### config.mk
export PLATFORM = sky130hd
export DESIGN_NAME = dot_seq_flat
export DESIGN_NICKNAME = d
export VERILOG_FILES = /design/src/rtl/dot_seq_if.sv /design/src/rtl/dot_seq.sv /design/src/flat_wrapper.sv
export SDC_FILE = /design/constraint.sdc
export NUM_CORES = 1
export LEC_CHECK = 0
export CAP_MARGIN = 15
export CORE_MARGIN = 5
export CORE_UTILIZATION = 43
export CTS_CLUSTER_SIZE = 28
export DETAILED_ROUTE_END_ITERATION = 12
export PLACE_DENSITY = 0.86
export SYNTH_ARGS = -nofsm -noshare
export SYNTH_HDL_FRONTEND = slang
export SYNTH_SLANG_ARGS = --single-unit
### constraint.sdc
create_clock -name clk -period 8 [get_ports clk]
set_input_delay 1.6 -clock clk [delete_from_list [all_inputs] [get_ports clk]]
set_output_delay 1.6 -clock clk [all_outputs]
set_load 0.03 [all_outputs]
### src/rtl/dot_seq_if.sv
// Command, memory and MAC signal bundle for the dot-product sequencer.
// The slave modport is the sequencer's view; master is the surrounding environment.
interface dot_seq_if #(
    parameter int T_WIDTH    = 32,
    parameter int ADDR_WIDTH = 10,
    parameter int LEN_WIDTH  = 10
);
    logic                  start;
    logic [LEN_WIDTH-1:0]  len;
    logic [ADDR_WIDTH-1:0] base_a;
    logic [ADDR_WIDTH-1:0] base_b;
    logic [2:0]            mode_in;
    logic                  busy;
    logic                  done;
    logic [T_WIDTH-1:0]    result;

    logic [ADDR_WIDTH-1:0] mem_a_addr;
    logic                  mem_a_en;
    logic [T_WIDTH-1:0]    mem_a_data;
    logic [ADDR_WIDTH-1:0] mem_b_addr;
    logic                  mem_b_en;
    logic [T_WIDTH-1:0]    mem_b_data;

    logic [T_WIDTH-1:0]    mac_in_1;
    logic [T_WIDTH-1:0]    mac_in_2;
    logic                  mac_in_valid;
    logic                  mac_reset;
    logic [2:0]            mac_mode;
    logic [T_WIDTH-1:0]    mac_out;
    logic                  mac_out_valid;

    modport slave (
        input  start, len, base_a, base_b, mode_in,
        input  mem_a_data, mem_b_data, mac_out, mac_out_valid,
        output busy, done, result,
        output mem_a_addr, mem_a_en, mem_b_addr, mem_b_en,
        output mac_in_1, mac_in_2, mac_in_valid, mac_reset, mac_mode
    );

    modport master (
        output start, len, base_a, base_b, mode_in,
        output mem_a_data, mem_b_data, mac_out, mac_out_valid,
        input  busy, done, result,
        input  mem_a_addr, mem_a_en, mem_b_addr, mem_b_en,
        input  mac_in_1, mac_in_2, mac_in_valid, mac_reset, mac_mode
    );
endinterface

### src/rtl/dot_seq.sv
// Streams two operand vectors from synchronous-read memories into a fixed-point MAC
// and returns the MAC's truncated output after the last element as the dot product.
module dot_seq #(
    parameter int T_WIDTH    = 32,
    parameter int ADDR_WIDTH = 10,
    parameter int LEN_WIDTH  = 10
) (
    input  logic       clk,
    input  logic       rst,
    dot_seq_if.slave   io
);
    typedef enum logic [1:0] {
        S_IDLE  = 2'd0,
        S_RUN   = 2'd1,
        S_DRAIN = 2'd2,
        S_DONE  = 2'd3
    } state_t;

    state_t                state_q, state_d;
    logic [ADDR_WIDTH-1:0] addr_a_q, addr_a_d;
    logic [ADDR_WIDTH-1:0] addr_b_q, addr_b_d;
    logic [LEN_WIDTH-1:0]  len_q, len_d;
    logic [LEN_WIDTH-1:0]  cnt_q, cnt_d;
    logic [2:0]            mode_q, mode_d;
    logic                  en_q, en_d;
    logic                  first_q, first_d;
    logic                  last_q, last_d;
    logic                  vld_q, vld_d;
    logic                  first_p_q, first_p_d;
    logic                  last_p_q, last_p_d;
    logic                  last_pp_q, last_pp_d;
    logic                  busy_q, busy_d;
    logic                  done_q, done_d;
    logic [T_WIDTH-1:0]    result_q, result_d;

    // State register and every output flop; rst aborts any command in flight.
    always_ff @(posedge clk or posedge rst) begin
        if (rst) begin
            state_q   <= S_IDLE;
            addr_a_q  <= {ADDR_WIDTH{1'b0}};
            addr_b_q  <= {ADDR_WIDTH{1'b0}};
            len_q     <= {LEN_WIDTH{1'b0}};
            cnt_q     <= {LEN_WIDTH{1'b0}};
            mode_q    <= 3'd0;
            en_q      <= 1'b0;
            first_q   <= 1'b0;
            last_q    <= 1'b0;
            vld_q     <= 1'b0;
            first_p_q <= 1'b0;
            last_p_q  <= 1'b0;
            last_pp_q <= 1'b0;
            busy_q    <= 1'b0;
            done_q    <= 1'b0;
            result_q  <= {T_WIDTH{1'b0}};
        end else begin
            state_q   <= state_d;
            addr_a_q  <= addr_a_d;
            addr_b_q  <= addr_b_d;
            len_q     <= len_d;
            cnt_q     <= cnt_d;
            mode_q    <= mode_d;
            en_q      <= en_d;
            first_q   <= first_d;
            last_q    <= last_d;
            vld_q     <= vld_d;
            first_p_q <= first_p_d;
            last_p_q  <= last_p_d;
            last_pp_q <= last_pp_d;
            busy_q    <= busy_d;
            done_q    <= done_d;
            result_q  <= result_d;
        end
    end

    // Next-state logic; read issue flops are set on the edge that enters each read cycle.
    always_comb begin
        state_d  = state_q;
        addr_a_d = addr_a_q;
        addr_b_d = addr_b_q;
        len_d    = len_q;
        cnt_d    = cnt_q;
        mode_d   = mode_q;
        en_d     = 1'b0;
        first_d  = 1'b0;
        last_d   = 1'b0;
        busy_d   = busy_q;
        done_d   = 1'b0;
        result_d = result_q;

        // Control pipeline: one stage to meet memory data, one more for mac_out_valid.
        vld_d     = en_q;
        first_p_d = en_q & first_q;
        last_p_d  = en_q & last_q;
        last_pp_d = last_p_q;

        case (state_q)
            S_IDLE: begin
                if (io.start) begin
                    busy_d = 1'b1;
                    if (io.len != {LEN_WIDTH{1'b0}}) begin
                        state_d  = S_RUN;
                        len_d    = io.len;
                        mode_d   = io.mode_in;
                        addr_a_d = io.base_a;
                        addr_b_d = io.base_b;
                        cnt_d    = {LEN_WIDTH{1'b0}};
                        en_d     = 1'b1;
                        first_d  = 1'b1;
                        last_d   = (io.len == LEN_WIDTH'(1));
                    end else begin
                        state_d = S_DONE;
                    end
                end else begin
                    state_d = S_IDLE;
                end
            end
            S_RUN: begin
                if (cnt_q == len_q - LEN_WIDTH'(1)) begin
                    state_d = S_DRAIN;
                end else begin
                    cnt_d    = cnt_q + LEN_WIDTH'(1);
                    addr_a_d = addr_a_q + ADDR_WIDTH'(1);
                    addr_b_d = addr_b_q + ADDR_WIDTH'(1);
                    en_d     = 1'b1;
                    last_d   = (cnt_q + LEN_WIDTH'(2) == len_q);
                end
            end
            S_DRAIN: begin
                if (io.mac_out_valid && last_pp_q) begin
                    state_d  = S_DONE;
                    result_d = io.mac_out;
                    done_d   = 1'b1;
                    busy_d   = 1'b0;
                end else begin
                    state_d = S_DRAIN;
                end
            end
            S_DONE: begin
                // A zero-length command arrives here without done set: pulse it now.
                if (done_q) begin
                    state_d = S_IDLE;
                end else begin
                    state_d  = S_DONE;
                    result_d = {T_WIDTH{1'b0}};
                    done_d   = 1'b1;
                    busy_d   = 1'b0;
                end
            end
            default: begin
                state_d = S_IDLE;
                busy_d  = 1'b0;
            end
        endcase
    end

    assign io.busy         = busy_q;
    assign io.done         = done_q;
    assign io.result       = result_q;
    assign io.mem_a_addr   = addr_a_q;
    assign io.mem_b_addr   = addr_b_q;
    assign io.mem_a_en     = en_q;
    assign io.mem_b_en     = en_q;
    assign io.mac_in_1     = io.mem_a_data;
    assign io.mac_in_2     = io.mem_b_data;
    assign io.mac_in_valid = vld_q;
    assign io.mac_reset    = first_p_q;
    assign io.mac_mode     = mode_q;
endmodule

### src/flat_wrapper.sv
// flat-port wrapper written by rule: the top's interface ports become plain ports
module dot_seq_flat 
#(
    parameter int T_WIDTH    = 32,
    parameter int ADDR_WIDTH = 10,
    parameter int LEN_WIDTH  = 10
)
  (clk, rst, io_start, io_len, io_base_a, io_base_b, io_mode_in, io_mem_a_data, io_mem_b_data, io_mac_out, io_mac_out_valid, io_busy, io_done, io_result, io_mem_a_addr, io_mem_a_en, io_mem_b_addr, io_mem_b_en, io_mac_in_1, io_mac_in_2, io_mac_in_valid, io_mac_reset, io_mac_mode);
  dot_seq_if #(.T_WIDTH(T_WIDTH), .ADDR_WIDTH(ADDR_WIDTH), .LEN_WIDTH(LEN_WIDTH)) io_i ();
  input  logic clk;
  input  logic rst;
  input wire logic [$bits(io_i.start)-1:0] io_start;
  input wire logic [$bits(io_i.len)-1:0] io_len;
  input wire logic [$bits(io_i.base_a)-1:0] io_base_a;
  input wire logic [$bits(io_i.base_b)-1:0] io_base_b;
  input wire logic [$bits(io_i.mode_in)-1:0] io_mode_in;
  input wire logic [$bits(io_i.mem_a_data)-1:0] io_mem_a_data;
  input wire logic [$bits(io_i.mem_b_data)-1:0] io_mem_b_data;
  input wire logic [$bits(io_i.mac_out)-1:0] io_mac_out;
  input wire logic [$bits(io_i.mac_out_valid)-1:0] io_mac_out_valid;
  output wire logic [$bits(io_i.busy)-1:0] io_busy;
  output wire logic [$bits(io_i.done)-1:0] io_done;
  output wire logic [$bits(io_i.result)-1:0] io_result;
  output wire logic [$bits(io_i.mem_a_addr)-1:0] io_mem_a_addr;
  output wire logic [$bits(io_i.mem_a_en)-1:0] io_mem_a_en;
  output wire logic [$bits(io_i.mem_b_addr)-1:0] io_mem_b_addr;
  output wire logic [$bits(io_i.mem_b_en)-1:0] io_mem_b_en;
  output wire logic [$bits(io_i.mac_in_1)-1:0] io_mac_in_1;
  output wire logic [$bits(io_i.mac_in_2)-1:0] io_mac_in_2;
  output wire logic [$bits(io_i.mac_in_valid)-1:0] io_mac_in_valid;
  output wire logic [$bits(io_i.mac_reset)-1:0] io_mac_reset;
  output wire logic [$bits(io_i.mac_mode)-1:0] io_mac_mode;
  assign io_i.start = io_start;
  assign io_i.len = io_len;
  assign io_i.base_a = io_base_a;
  assign io_i.base_b = io_base_b;
  assign io_i.mode_in = io_mode_in;
  assign io_i.mem_a_data = io_mem_a_data;
  assign io_i.mem_b_data = io_mem_b_data;
  assign io_i.mac_out = io_mac_out;
  assign io_i.mac_out_valid = io_mac_out_valid;
  assign io_busy = io_i.busy;
  assign io_done = io_i.done;
  assign io_result = io_i.result;
  assign io_mem_a_addr = io_i.mem_a_addr;
  assign io_mem_a_en = io_i.mem_a_en;
  assign io_mem_b_addr = io_i.mem_b_addr;
  assign io_mem_b_en = io_i.mem_b_en;
  assign io_mac_in_1 = io_i.mac_in_1;
  assign io_mac_in_2 = io_i.mac_in_2;
  assign io_mac_in_valid = io_i.mac_in_valid;
  assign io_mac_reset = io_i.mac_reset;
  assign io_mac_mode = io_i.mac_mode;
  dot_seq #(.T_WIDTH(T_WIDTH), .ADDR_WIDTH(ADDR_WIDTH), .LEN_WIDTH(LEN_WIDTH)) u_core (.clk(clk), .rst(rst), .io(io_i));
endmodule
Word-level counts from Yosys, hierarchy flattened
Index checks and enable logic that the tools add are counted.
{ "word_totals": {"word_cells": 82, "rom_bits": 0, "ramBits": 0, "mem_count": 0, "in_bits": 133, "ff_bits": 86, "latchBits": 0} }
{ "classes": {"n_reduce_logical": 10, "div": 0, "add_sub_neg": 5, "n_lt_le_gt_ge": 0, "mul": 0, "n_bitwise": 2, "eq_ne": 12, "shifts": 0, "n_mux": 37} }
{ "ops": {"columns": ["op", "n"], "rows": [
  ["2-to-1 mux 10 bit", 9],
  ["2-to-1 mux 32 bit", 2],
  ["one-hot mux 32 bit (2 select lines)", 1],
  ["one-hot mux 10 bit (2 select lines)", 3],
  ["adder 10 x 1 -> 10 bit, second input constant", 3],
  ["== test 10 bit", 2],
  ["2-to-1 mux 1 bit", 13],
  ["adder 10 x 2 -> 10 bit, second input constant", 1],
  ["== test 10 x 1 -> 1 bit, second input constant", 1],
  ["nonzero test 10 bit", 1],
  ["subtractor 10 x 1 -> 10 bit, second input constant", 1],
  ["2-to-1 mux 2 bit", 4],
  ["one-hot mux 2 bit (4 select lines)", 1],
  ["AND reduction 4 bit", 2],
  ["inequality test 2 x 1 -> 1 bit, second input constant", 3],
  ["inequality test 2 bit, second input constant", 3],
  ["one-hot mux 1 bit (2 select lines)", 3],
  ["AND reduction 3 bit", 2],
  ["== test 2 bit, second input constant", 2],
  ["nonzero test 2 bit", 2],
  ["one-hot mux 1 bit (3 select lines)", 1],
  ["nonzero test 3 bit", 1],
  ["AND 1 bit", 2],
  ["== test 2 x 1 -> 1 bit, second input constant", 1],
  ["2 further kinds", 2]
]} }

Logic depth before layout (Yosys ltp)
Gate-level depths: netlist of run 1.
{ "logic_depth": {"ltp_word": 4, "depth_mapped": 12} }

Worst setup path before layout of run 1
Ideal clock, no wire load.
{ "synth_timing": {"path_type": "input port to output port", "start": "in io_mem_a_data[0]", "end": "out io_mac_in_1[0]", "cell_stages": 1, "arrival_ps": 1745, "n_path_buf": 1, "setup_slack_ps": 4655, "t_required_ps": 6400, "cell_sequence": "buf_4"} }
{ "synth_lines": {"columns": ["item", "line_no", "source"], "rows": [
  ["from (decl)", "flat_wrapper.sv:17", "input wire logic [$bits(io_i.mem_a_data)-1:0] io_mem_a_data;"],
  ["to (decl)", "flat_wrapper.sv:28", "output wire logic [$bits(io_i.mac_in_1)-1:0] io_mac_in_1;"]
]} }
No word-level cell between the ends.

Worst setup path after layout of run 1
{ "layout_timing": {"start": "in io_len[5]", "end": "reg u_core.addr_b_q[1] (netlist: u_core.io.mem_b_addr[1])"} }
{ "layout_between": {"elab_chain_len": 3} }
{ "layout_rtl": {"columns": ["item", "line_no", "source"], "rows": [
  ["from (decl)", "flat_wrapper.sv:13", "input wire logic [$bits(io_i.len)-1:0] io_len;"],
  ["nonzero test 10 bit", "dot_seq.sv:100", "if (io.len != {LEN_WIDTH{1'b0}}) begin"],
  ["inequality test 2 x 1 -> 1 bit (no line)", null, null],
  ["AND reduction 4 bit (no line)", null, null],
  ["to (signal assigned)", "dot_seq.sv:41", "addr_b_q <= {ADDR_WIDTH{1'b0}};"],
  ["to (signal assigned)", "dot_seq.sv:58", "addr_b_q <= addr_b_d;"],
  ["to (decl)", "dot_seq.sv:21", "logic [ADDR_WIDTH-1:0] addr_b_q, addr_b_d;"]
]} }
No other way between the ends.
A chain may end at the register's enable or synchronous reset.

==> results of run 1 <==
flip-flops by register name (all words and copies together) (netlist names):
name and count:
u_core.io.mac_mode 3, u_core.state_q 2, u_core.io.mem_b_addr 10, u_core.last_p_q 1, u_core.io.mem_a_en 1, u_core.io.mem_a_addr 10, u_core.first_q 1, u_core.cnt_q 10
u_core.io.mac_in_valid 1, u_core.last_pp_q 1, u_core.io.result 32, u_core.last_q 1, u_core.io.busy 1, u_core.io.mac_reset 1, u_core.len_q 10, u_core.io.done 1
worst paths after layout:
check	to	slack (ns)	depth (start not counted)
max in group asynchronous	u_core.len_q[9]	5.81	4
min reg2reg	u_core.last_pp_q	0.36	0
max	u_core.io.mem_b_addr[1]	4.20	7
min in group asynchronous	u_core.io.result[23]	1.58	3
min	u_core.last_pp_q	0.36	0
max reg2reg	u_core.io.mem_b_addr[9]	4.55	9
layout make-up:
cell class	count	area [sq um]
Clock buffer	10	229
Sequential cell	86	2150
Inverter	13	50.0
Fill cell	1004	5200
Clock inverter	6	70.1
Tap cell	143	179
Timing Repair Buffer	135	1360
Multi-Input combinational cell	305	2130
power by group through the flow:
stage          clock, uW  combinational, uW  sequential [uW]
2_1_floorplan          0                660              769
3_5_place_dp           0                963              714
6_report             419                958              710
3_3_place_gp           0                933              707
5_1_grt              447               1040              732
4_1_cts              432                966              708
worst max-delay path, cell delays in order:
cell and delay (ns):
sky130_fd_sc_hd__clkdlybuf4s50_1 0.43, sky130_fd_sc_hd__nor4_1 0.27, sky130_fd_sc_hd__nand3_1 0.19, sky130_fd_sc_hd__o21ai_2 0.18
sky130_fd_sc_hd__clkinv_1 0.63, sky130_fd_sc_hd__or3_1 0.57, sky130_fd_sc_hd__o221a_2 0.13
through the flow:
step           instances  setup slack (ns)
2_1_floorplan        502              4.18
3_3_place_gp         680              3.90
3_5_place_dp         680              3.83
4_1_cts              696              4.20
5_1_grt              698              4.03
6_report             698              4.20
cells in the final DEF (no fill, tap or decap), types with 4 or more instances in the layout:
| master | count |
|---|---|
| sky130_fd_sc_hd__xor2_1 | 11 |
| sky130_fd_sc_hd__o21a_1 | 7 |
| sky130_fd_sc_hd__xnor2_1 | 11 |
| sky130_fd_sc_hd__ha_1 | 5 |
| sky130_fd_sc_hd__a32oi_1 | 4 |
| sky130_fd_sc_hd__a31oi_1 | 5 |
| sky130_fd_sc_hd__nand4_1 | 10 |
| sky130_fd_sc_hd__a22o_1 | 32 |
| sky130_fd_sc_hd__inv_1 | 11 |
| sky130_fd_sc_hd__o32ai_1 | 7 |
| sky130_fd_sc_hd__mux2i_1 | 10 |
| sky130_fd_sc_hd__clkdlybuf4s50_1 | 129 |
| sky130_fd_sc_hd__and3_1 | 5 |
| sky130_fd_sc_hd__buf_4 | 4 |
| sky130_fd_sc_hd__a211oi_1 | 4 |
| sky130_fd_sc_hd__a21oi_1 | 7 |
| sky130_fd_sc_hd__nand3_1 | 12 |
| sky130_fd_sc_hd__nor3_1 | 11 |
| sky130_fd_sc_hd__o21ai_0 | 7 |
| sky130_fd_sc_hd__or3_1 | 4 |
| sky130_fd_sc_hd__dfrtp_1 | 86 |
| sky130_fd_sc_hd__nand2_1 | 64 |
| sky130_fd_sc_hd__nor2_1 | 22 |
| sky130_fd_sc_hd__clkbuf_16 | 9 |
cells by family after synthesis:
logic type	synth area share
DFF	0.433
and+or+nand+nor	0.153
muxes	0.0224
xor gates and xnor gates	0.0481
adders and majority gates	0.0126
AOI/OAI and AO/OA	0.191
buffers and inverters	0.140
per-layer routing:
layer,routed length [um],vias to the layer above,GRT usage
li1,-,1831,-
met1,5560,1954,0.240
met2,6570,151,0.310
met3,870,60,0.0452
met4,531,0,0.0875
met5,0,-,0.00735
==> results.py, run 1 <==
metrics = {
    "sta": {
        "slew_violations": 0,
        "hold-worst-slack_ns": 0.365,
        "skew_ns": 0.00561,
        "timing.final.crit_share": 0.474,
        "relSlewSlack": 0.308,
        "hold_violations": 0,
        "worstMarginPinSlew_ns": 1.04,
        "setup_tns_ns": 0,
        "setup_viol_count_final": 0,
        "period_needed_ns": 3.80,
        "max_clock_freq_mhz": 263,
        "rsz0062_at_grt": "false",
    },
    "global_route": {
        "grt-ovfl-total": 0,
        "grt_max_degree": 87,
        "globalRouteTotalUtil": 0.191,
        "first_global_vias": 4041,
        "global_route_wire_length_before_repair_um": 21700,
        "initial_antenna_violation_count": 0,
    },
    "layout": {
        "fin_area_sq_mm": 0.00617,
        "antennaDiodeCount": 0,
        "nets": 688,
        "postLayoutCoreUtil": 0.543,
        "areaGrowthSynthToFinish_pct": 24.2,
        "final_layout_size_suffix_gt1_frac": 0.0793,
    },
    "setup_path": {
        "reg_to_reg_startpoint": "u_core.len_q[0]",
        "cp.arrival_ns": 4.01,
        "cp_max_fo": 26,
        "startpoint": "io_len[5]",
        "worst_setup_path_end_kind": "flip-flop",
        "worstPathRequired_ns": 8.22,
        "timing.critical_path.from_type": "primary input",
        "worstSetupPathType": "primary input to flip-flop",
    },
    "drt": {
        "num_vias": 3996,
        "drt-vias-per-instance": 5.72,
        "postRouteAntennaNets": 0,
        "dr.first_iter.drc_count": 363,
        "drc_errors": 0,
        "post_route_wl_um": 13500,
        "firstDrtPassIters": 6,
        "detail_route.wl_per_cell_um": 19.4,
    },
    "hold_path": {
        "hold_start": "u_core.last_p_q",
        "type_of_the_most_critical_hold_path": "flip-flop to flip-flop",
    },
    "yosys": {
        "synthDistinctLibCells": 72,
        "synth-edff-count": 0,
        "syn_avg_cell_area_sq_um": 9.90,
        "number_of_register_bits_inferred_by_synthesis": 86,
        "netlist_instances": 502,
        "postSynth.topFlopCell": "sky130_fd_sc_hd__dfrtp_1",
        "async_flop_share": 1.00,
        "synth_sequential_area_ratio": 0.433,
        "synth_top_area_frac": 0.433,
        "ys_warnings": 0,
        "synth_top_area_cells": "sky130_fd_sc_hd__dfrtp_1 43%, sky130_fd_sc_hd__buf_4 9.8%, sky130_fd_sc_hd__a22o_1 5.6%, sky130_fd_sc_hd__nand2_1 4.8%, sky130_fd_sc_hd__mux2i_1 2.0%",
        "synthMostInstantiatedCell": "sky130_fd_sc_hd__dfrtp_1",
        "synth.cell_area_sq_mm": 0.00497,
        "synth.cells.most_frequent": "86 x sky130_fd_sc_hd__dfrtp_1, 65 x sky130_fd_sc_hd__buf_4, 64 x sky130_fd_sc_hd__nand2_1, 32 x sky130_fd_sc_hd__a22o_1",
        "mappedNetlistNets": 640,
        "synth_area_leader_cell": "sky130_fd_sc_hd__dfrtp_1",
    },
    "clock_tree": {
        "cts_resized": 0,
        "cts-hold-fix-buffers": 0,
        "cts.sinks": 86,
        "cts_inserted_buffers": 9,
        "cts_tree": "yes",
        "cts_max_level": 3,
        "clock_insertion_delay_worst_skew_ns": 0.33,
        "post-cts-setup-buffer-count": 0,
        "cts.reportedPaths.clkPinSlew_ns": 0.06,
        "clockBufferDepth": 2,
        "ctsRootBufferMaster": "sky130_fd_sc_hd__clkbuf_16",
    },
    "floorplanning": {
        "core_area_sq_mm": 0.0114,
        "die_height_um": 117,
        "initial_standard_cell_utilization_of_the_core": 0.437,
        "pin_count": 258,
        "die_x_um": 117,
        "floorplan.die_area_sq_mm": 0.0138,
        "rows": 39,
    },
    "power_and_ir_drop": {
        "switching_share": 0.422,
        "total_leakage_power_uw": 0.00263,
        "vdd_ir_drop_max_v": 0.000169,
        "power_density_mw_per_mm2": 338,
        "seq_power_share": 0.340,
        "p_total_uw": 2090,
        "comb_power_share": 0.459,
        "p_int_uw": 1210,
        "p_clk_frac": 0.201,
        "power_switching_uw": 880,
    },
    "placed_design": {
        "place.detailed.hpwl_um": 9720,
        "placement.cell_area_sq_mm": 0.00583,
        "place_congestion": 0.837,
        "port-buffer-count": 129,
    },
    "flow_run": {
        "total_of_max_cap_violations": 0,
    },
    "run_status": {
        "status": "complete, no violations",
    },
}
Power figures use the tool's default switching activity.
==> run 2, diff against run 1 <==
--- a/config.mk
+++ b/config.mk
@@ -7,10 +7,10 @@
 export LEC_CHECK = 0
 export CAP_MARGIN = 15
 export CORE_MARGIN = 5
-export CORE_UTILIZATION = 43
+export CORE_UTILIZATION = 36
 export CTS_CLUSTER_SIZE = 28
 export DETAILED_ROUTE_END_ITERATION = 12
-export PLACE_DENSITY = 0.86
+export PLACE_DENSITY = 0.77
 export SYNTH_ARGS = -nofsm -noshare
 export SYNTH_HDL_FRONTEND = slang
 export SYNTH_SLANG_ARGS = --single-unit
==> constraint.sdc (replaced) <==
create_clock -name clk -period 3.3 [get_ports clk]
set_input_delay 0.66 -clock clk [delete_from_list [all_inputs] [get_ports clk]]
set_output_delay 0.66 -clock clk [all_outputs]
set_load 0.03 [all_outputs]
==> run 2 against run 1 <==
Compared with the run above:
- final area rose by 1.2%
- critical path depth unchanged
- clock power increased by 140%
- sequential power rose by 140%
- die area is 18% higher
- critical endpoint is now u_core.state_q[0]
==> results.py, run 2 (synthesized netlist as in run 1, its figures left out) <==
metrics = {
    "power_and_ir_drop": {
        "power_switching_uw": 2140,
        "seq_power_share": 0.334,
        "p_int_uw": 2960,
        "switching_share": 0.419,
        "vdd_ir_drop_max_v": 0.000377,
        "total_leakage_power_uw": 0.00266,
        "power_density_mw_per_mm2": 817,
        "comb_power_share": 0.472,
        "p_clk_frac": 0.194,
    },
    "clock_tree": {
        "cts-hold-fix-buffers": 0,
        "clockBufferDepth": 2,
        "cts_max_level": 3,
        "clock_insertion_delay_worst_skew_ns": 0.34,
        "cts_inserted_buffers": 9,
        "ctsRootBufferMaster": "sky130_fd_sc_hd__clkbuf_16",
        "cts.sinks": 86,
        "post-cts-setup-buffer-count": 0,
        "cts_tree": "yes",
        "cts.reportedPaths.clkPinSlew_ns": 0.06,
        "cts_resized": 0,
    },
    "sta": {
        "setup_tns_ns": 0,
        "timing.final.crit_share": 0.904,
        "rsz0062_at_grt": "false",
        "hold_violations": 0,
        "slew_violations": 0,
        "worstMarginPinSlew_ns": 0.983,
        "relSlewSlack": 0.343,
        "setup_viol_count_final": 0,
        "max_clock_freq_mhz": 335,
        "skew_ns": 0.00646,
        "period_needed_ns": 2.98,
    },
    "global_route": {
        "first_global_vias": 4163,
        "grt-ovfl-total": 0,
        "global_route_wire_length_before_repair_um": 21700,
        "grt_max_degree": 52,
        "initial_antenna_violation_count": 0,
        "globalRouteTotalUtil": 0.165,
    },
    "flow_run": {
        "total_of_max_cap_violations": 0,
    },
    "floorplanning": {
        "rows": 43,
        "pin_count": 258,
        "initial_standard_cell_utilization_of_the_core": 0.362,
        "die_height_um": 127,
        "die_x_um": 127,
        "core_area_sq_mm": 0.0137,
        "floorplan.die_area_sq_mm": 0.0163,
    },
    "placed_design": {
        "place_congestion": 0.884,
        "port-buffer-count": 129,
        "place.detailed.hpwl_um": 9920,
    },
    "layout": {
        "nets": 694,
        "final_layout_size_suffix_gt1_frac": 0.0893,
        "most_frequent_standard_cell_in_the_layout_excluding_fill_and_tap_cells": "sky130_fd_sc_hd__clkdlybuf4s50_1",
        "most-common-layout-cells": "129 x sky130_fd_sc_hd__clkdlybuf4s50_1, 86 x sky130_fd_sc_hd__dfrtp_1, 64 x sky130_fd_sc_hd__nand2_1, 32 x sky130_fd_sc_hd__a22o_1, 22 x sky130_fd_sc_hd__nor2_1",
        "areaGrowthSynthToFinish_pct": 25.7,
        "postLayoutCoreUtil": 0.455,
        "antennaDiodeCount": 0,
        "largest_register_ff_count": 32,
    },
    "setup_path": {
        "worstSetupPathType": "flip-flop to flip-flop",
        "cp_max_fo": 19,
        "worst_setup_path_end_kind": "flip-flop",
        "timing.critical_path.from_type": "flip-flop",
        "worstPathRequired_ns": 3.51,
        "cp.arrival_ns": 3.20,
    },
    "drt": {
        "num_vias": 4018,
        "postRouteAntennaNets": 0,
        "drc_errors": 0,
        "highest_signal_layer_in_the_routed_design": "met4",
        "detail_route.wl_per_cell_um": 18.0,
        "wire_length_on_met3_um": 1060,
        "dr.first_iter.drc_count": 242,
        "drt-vias-per-instance": 5.43,
        "detail_route.wirelength.met1_um": 5250,
        "route.met2.wl_um": 6500,
        "firstDrtPassIters": 4,
        "post_route_wl_um": 13300,
    },
    "hold_path": {
        "type_of_the_most_critical_hold_path": "flip-flop to flip-flop",
    },
    "run_status": {
        "status": "complete, no violations",
    },
}
-- run 2: cell count changes in the layout (fill, tap and decap cells not counted), sizes merged --
cell	previous run	this run
clkbuf	10	9
buf	6	12
clkinv	3	5
clkinvlp	3	2
inv	12	11
-- run 2: through the flow --
stage,cells,hold slack (ns),cell area (sq um),worst slack (ns),total power [uW]
floorplan,502,0.331,4970,0.418,3460
global placement,725,0.340,5960,0.341,4040
detailed placement,725,0.347,5960,0.327,4130
CTS,740,0.362,6240,0.311,5140
global route,740,0.370,6240,0.122,5440
finish,740,0.358,6240,0.316,5100
-- run 2: final timing paths --
| check | start | end | slack [ns] | cells past startpoint |
|---|---|---|---|---|
| max in group asynchronous | rst | u_core.io.mem_a_en | 1.91 | 3 |
| setup / recovery | u_core.len_q[0] | u_core.state_q[0] | 0.32 | 7 |
| min in group asynchronous | rst | u_core.io.result[17] | 0.70 | 2 |
| setup reg to reg | u_core.len_q[0] | u_core.state_q[0] | 0.32 | 7 |
| hold reg to reg | u_core.last_p_q | u_core.last_pp_q | 0.36 | 0 |
| hold / removal | u_core.last_p_q | u_core.last_pp_q | 0.36 | 0 |
-- run 2: layout make-up --
| cell class | instances | area (sq um) |
|---|---|---|
| Timing Repair Buffer | 141 | 1390 |
| Sequential cell | 86 | 2150 |
| Fill cell | 1271 | 7470 |
| Tap cell | 180 | 225 |
| Inverter | 13 | 50.0 |
| Clock buffer | 9 | 225 |
| Clock inverter | 6 | 63.8 |
| Multi-Input combinational cell | 305 | 2130 |
-- run 2: critical path, stage by stage (launching register included) --
cell and delay (ns):
sky130_fd_sc_hd__dfrtp_1 0.47, sky130_fd_sc_hd__or4_4 0.58, sky130_fd_sc_hd__or4_1 0.41, sky130_fd_sc_hd__and3_4 0.20
sky130_fd_sc_hd__nor4_4 0.31, sky130_fd_sc_hd__a31oi_4 0.29, sky130_fd_sc_hd__buf_4 0.26, sky130_fd_sc_hd__or3_1 0.33
-- run 2: layer usage --
layer / vias to the layer above / GRT usage
met2: 183 / 0.267
met4: 0 / 0.0946
met5: - / 0
li1: 1843 / -
met1: 1937 / 0.199
met3: 55 / 0.0426
-- run 2: power groups by stage --
stage | clock network [uW] | registers [uW] | logic, uW
after floorplan | 0 | 1860 | 1600
after global placement | 0 | 1690 | 2350
after detailed placement | 0 | 1710 | 2410
after CTS | 1020 | 1700 | 2420
after global routing | 1070 | 1750 | 2620
final | 987 | 1700 | 2410
==> run 3, diff against run 2 <==
--- a/config.mk
+++ b/config.mk
@@ -5,12 +5,12 @@
 export SDC_FILE = /design/constraint.sdc
 export NUM_CORES = 1
 export LEC_CHECK = 0
-export CAP_MARGIN = 15
 export CORE_MARGIN = 5
-export CORE_UTILIZATION = 36
+export CORE_UTILIZATION = 40
 export CTS_CLUSTER_SIZE = 28
 export DETAILED_ROUTE_END_ITERATION = 12
-export PLACE_DENSITY = 0.77
+export PLACE_DENSITY = 0.81
+export REMOVE_ABC_BUFFERS = 1
 export SYNTH_ARGS = -nofsm -noshare
 export SYNTH_HDL_FRONTEND = slang
 export SYNTH_SLANG_ARGS = --single-unit
==> constraint.sdc (replaced) <==
create_clock -name clk -period 3.2 [get_ports clk]
set_input_delay 0.64 -clock clk [delete_from_list [all_inputs] [get_ports clk]]
set_output_delay 0.64 -clock clk [all_outputs]
set_load 0.03 [all_outputs]
==> run 3 against run 2 <==
Compared with the run above:
- cell count down 1.5%
- hold slack worse by 0.0024 ns
- first-iteration DRC count up 110%
- clock skew up 0.00089 ns
- sequential cell count unchanged
- maximum frequency about the same
- via count up 6.5%
- setup slack worse by 0.10 ns
- core utilization up 6.5 points
- sequential power up 2%
- critical path type unchanged
- largest power group unchanged
==> results.py, run 3 (synthesized netlist as in run 1, its figures left out) <==
metrics = {
    "global_route": {
        "globalRouteTotalUtil": 0.235,
        "grt_use_met1": 0.313,
        "grt-ovfl-total": 0,
        "grt_util_met3": 0.167,
        "routing_layer_with_the_top_usage_in_global_route": "met1",
        "global_route_wire_length_before_repair_um": 26100,
        "initial_antenna_violation_count": 0,
        "grt_util_met2": 0.303,
        "first_global_vias": 4103,
        "grt_max_degree": 49,
    },
    "setup_path": {
        "cp_top_family": "compound AO/OA/AOI/OAI gates",
        "cp_max_fo": 17,
        "rr_worst_depth": 10,
        "worstPathRequired_ns": 3.39,
        "worst-r2r-setup-slack_ns": 0.21,
        "timing.critical_path.from_type": "flip-flop",
        "worst_path_largest_cell_delay_ns": 0.47,
        "timing.critical_path.cells": "inv_1 -> ha_1 -> o21bai_1 -> a311oi_1 -> a211oi_1 -> nor4_4 -> a31oi_4 -> buf_4 -> nand4_1 -> mux2i_1",
        "cp.arrival_ns": 3.18,
        "reg_to_reg_startpoint": "u_core.len_q[0]",
        "worstSetupPathType": "flip-flop to flip-flop",
        "worst_setup_path_end_kind": "flip-flop",
        "startpoint": "u_core.len_q[0]",
        "slowest_stage": "sky130_fd_sc_hd__dfrtp_1",
        "critical_path_buf_inv_count": 2,
        "r2r_end": "u_core.cnt_q[5]",
    },
    "sta": {
        "layout_setup_ws_ns": 0.215,
        "period_needed_ns": 2.99,
        "hold_violations": 0,
        "max_clock_freq_mhz": 335,
        "slew_violations": 0,
        "rsz0062_at_grt": "false",
        "timing.final.crit_share": 0.933,
        "worstMarginPinSlew_ns": 0.831,
        "skew_ns": 0.00735,
        "relSlewSlack": 0.445,
        "hold-worst-slack_ns": 0.355,
        "setup_viol_count_final": 0,
    },
    "layout": {
        "fin_cells": 729,
        "final_layout_size_suffix_gt1_frac": 0.0909,
        "largest_register_ff_count": 32,
        "nets": 695,
        "antennaDiodeCount": 0,
        "areaGrowthSynthToFinish_pct": 26.8,
        "num-fill-cells": 1060,
        "most-common-layout-cells": "129 x sky130_fd_sc_hd__clkdlybuf4s50_1, 86 x sky130_fd_sc_hd__dfrtp_1, 64 x sky130_fd_sc_hd__nand2_1, 32 x sky130_fd_sc_hd__a22o_1, 22 x sky130_fd_sc_hd__nor2_1",
        "most_frequent_standard_cell_in_the_layout_excluding_fill_and_tap_cells": "sky130_fd_sc_hd__clkdlybuf4s50_1",
    },
    "hold_path": {
        "hold_start": "u_core.last_p_q",
        "type_of_the_most_critical_hold_path": "flip-flop to flip-flop",
        "holdPathStages": 0,
        "hold_end": "u_core.last_pp_q",
    },
    "drt": {
        "num_vias": 4279,
        "firstDrtPassIters": 4,
        "drt-vias-per-instance": 5.87,
        "post_route_wl_um": 17600,
        "drc_errors": 0,
        "detail_route.wl_per_cell_um": 24.1,
        "postRouteAntennaNets": 0,
        "dr.first_iter.drc_count": 502,
    },
    "floorplanning": {
        "core_area_sq_mm": 0.0121,
        "floorplan.die_area_sq_mm": 0.0148,
        "rows": 40,
        "pin_count": 258,
        "die_x_um": 121,
        "initial_standard_cell_utilization_of_the_core": 0.410,
        "die_height_um": 121,
    },
    "power_and_ir_drop": {
        "vdd_ir_drop_max_v": 0.000551,
        "total_leakage_power_uw": 0.00270,
        "power_density_mw_per_mm2": 873,
        "p_total_uw": 5500,
    },
    "placed_design": {
        "port-buffer-count": 129,
        "numPlacedInstances": 714,
        "place_congestion": 0.905,
        "place_worst_setup_slack_ns": 0.150,
        "place.detailed.hpwl_um": 13100,
    },
    "clock_tree": {
        "cts_max_level": 3,
        "clockBufferDepth": 2,
        "post-cts-setup-buffer-count": 0,
        "clock_insertion_delay_worst_skew_ns": 0.33,
        "cts.reportedPaths.clkPinSlew_ns": 0.06,
        "ctsRootBufferMaster": "sky130_fd_sc_hd__clkbuf_16",
        "cts.sinks": 86,
        "cts_tree": "yes",
        "cts_inserted_buffers": 9,
        "cts_resized": 0,
        "cts-hold-fix-buffers": 0,
    },
    "flow_run": {
        "total_of_max_cap_violations": 0,
    },
    "run_status": {
        "status": "complete, no violations",
    },
}
## run 3: cell types whose count changed in the layout (fill, tap and decap cells not counted)
| cell | previous run | this run |
|---|---|---|
| sky130_fd_sc_hd__o21ai_4 | 1 | 0 |
| sky130_fd_sc_hd__clkbuf_8 | 0 | 1 |
| sky130_fd_sc_hd__clkinv_2 | 3 | 2 |
| sky130_fd_sc_hd__clkinvlp_4 | 2 | 0 |
| sky130_fd_sc_hd__o21ai_2 | 0 | 1 |
| sky130_fd_sc_hd__clkinv_4 | 1 | 0 |
| sky130_fd_sc_hd__buf_12 | 1 | 2 |
| sky130_fd_sc_hd__bufinv_16 | 1 | 3 |
| sky130_fd_sc_hd__inv_8 | 0 | 1 |
## run 3: how the worst max path moves through the flow
stage	depth (start not counted)	endpoint	slack (ns)
after global routing	10	u_core.cnt_q[5]	0.03
after CTS	8	u_core.cnt_q[7]	0.24
after detailed placement	8	u_core.io.mem_a_addr[1]	0.15
after global placement	8	u_core.io.mem_a_addr[1]	0.17
final	10	u_core.cnt_q[5]	0.21
after floorplan	6	u_core.io.mem_a_addr[1]	-2.19
## run 3: through the flow
stage               utilization  setup TNS [ns]  instance area (sq um)
global placement          0.492               0                   5950
detailed placement        0.492               0                   5950
global route              0.520               0                   6300
CTS                       0.520               0                   6300
floorplan                     -          -58.59                   4320
finish                    0.520               0                   6300
## run 3: layout make-up
class                           count  area (sq um)  share of cell area
Timing Repair Buffer              142          1410               0.224
Sequential cell                    86          2150               0.342
Tap cell                          168           210              0.0334
Clock inverter                      5           106              0.0169
Clock buffer                       10           239              0.0379
Multi-Input combinational cell    305          2130               0.338
Inverter                           13          50.0             0.00795
## run 3: metal layers
metal,wire [um],share of wire,vias to the layer above
met3,2880,0.16,18
met2,6910,0.39,344
met1,7490,0.43,2069
li1,-,-,1842
met5,161,0.0092,-
met4,110,0.0063,6
## run 3: where the power goes
group | total (uW) | internal (uW) | switching, uW | leakage [uW]
Combinational | 2540 | 1110 | 1430 | 0.00142
Sequential | 1740 | 1360 | 388 | 0.00112
Clock | 1210 | 784 | 426 | 0.000170
Total | 5500 | 3250 | 2240 | 0.00270
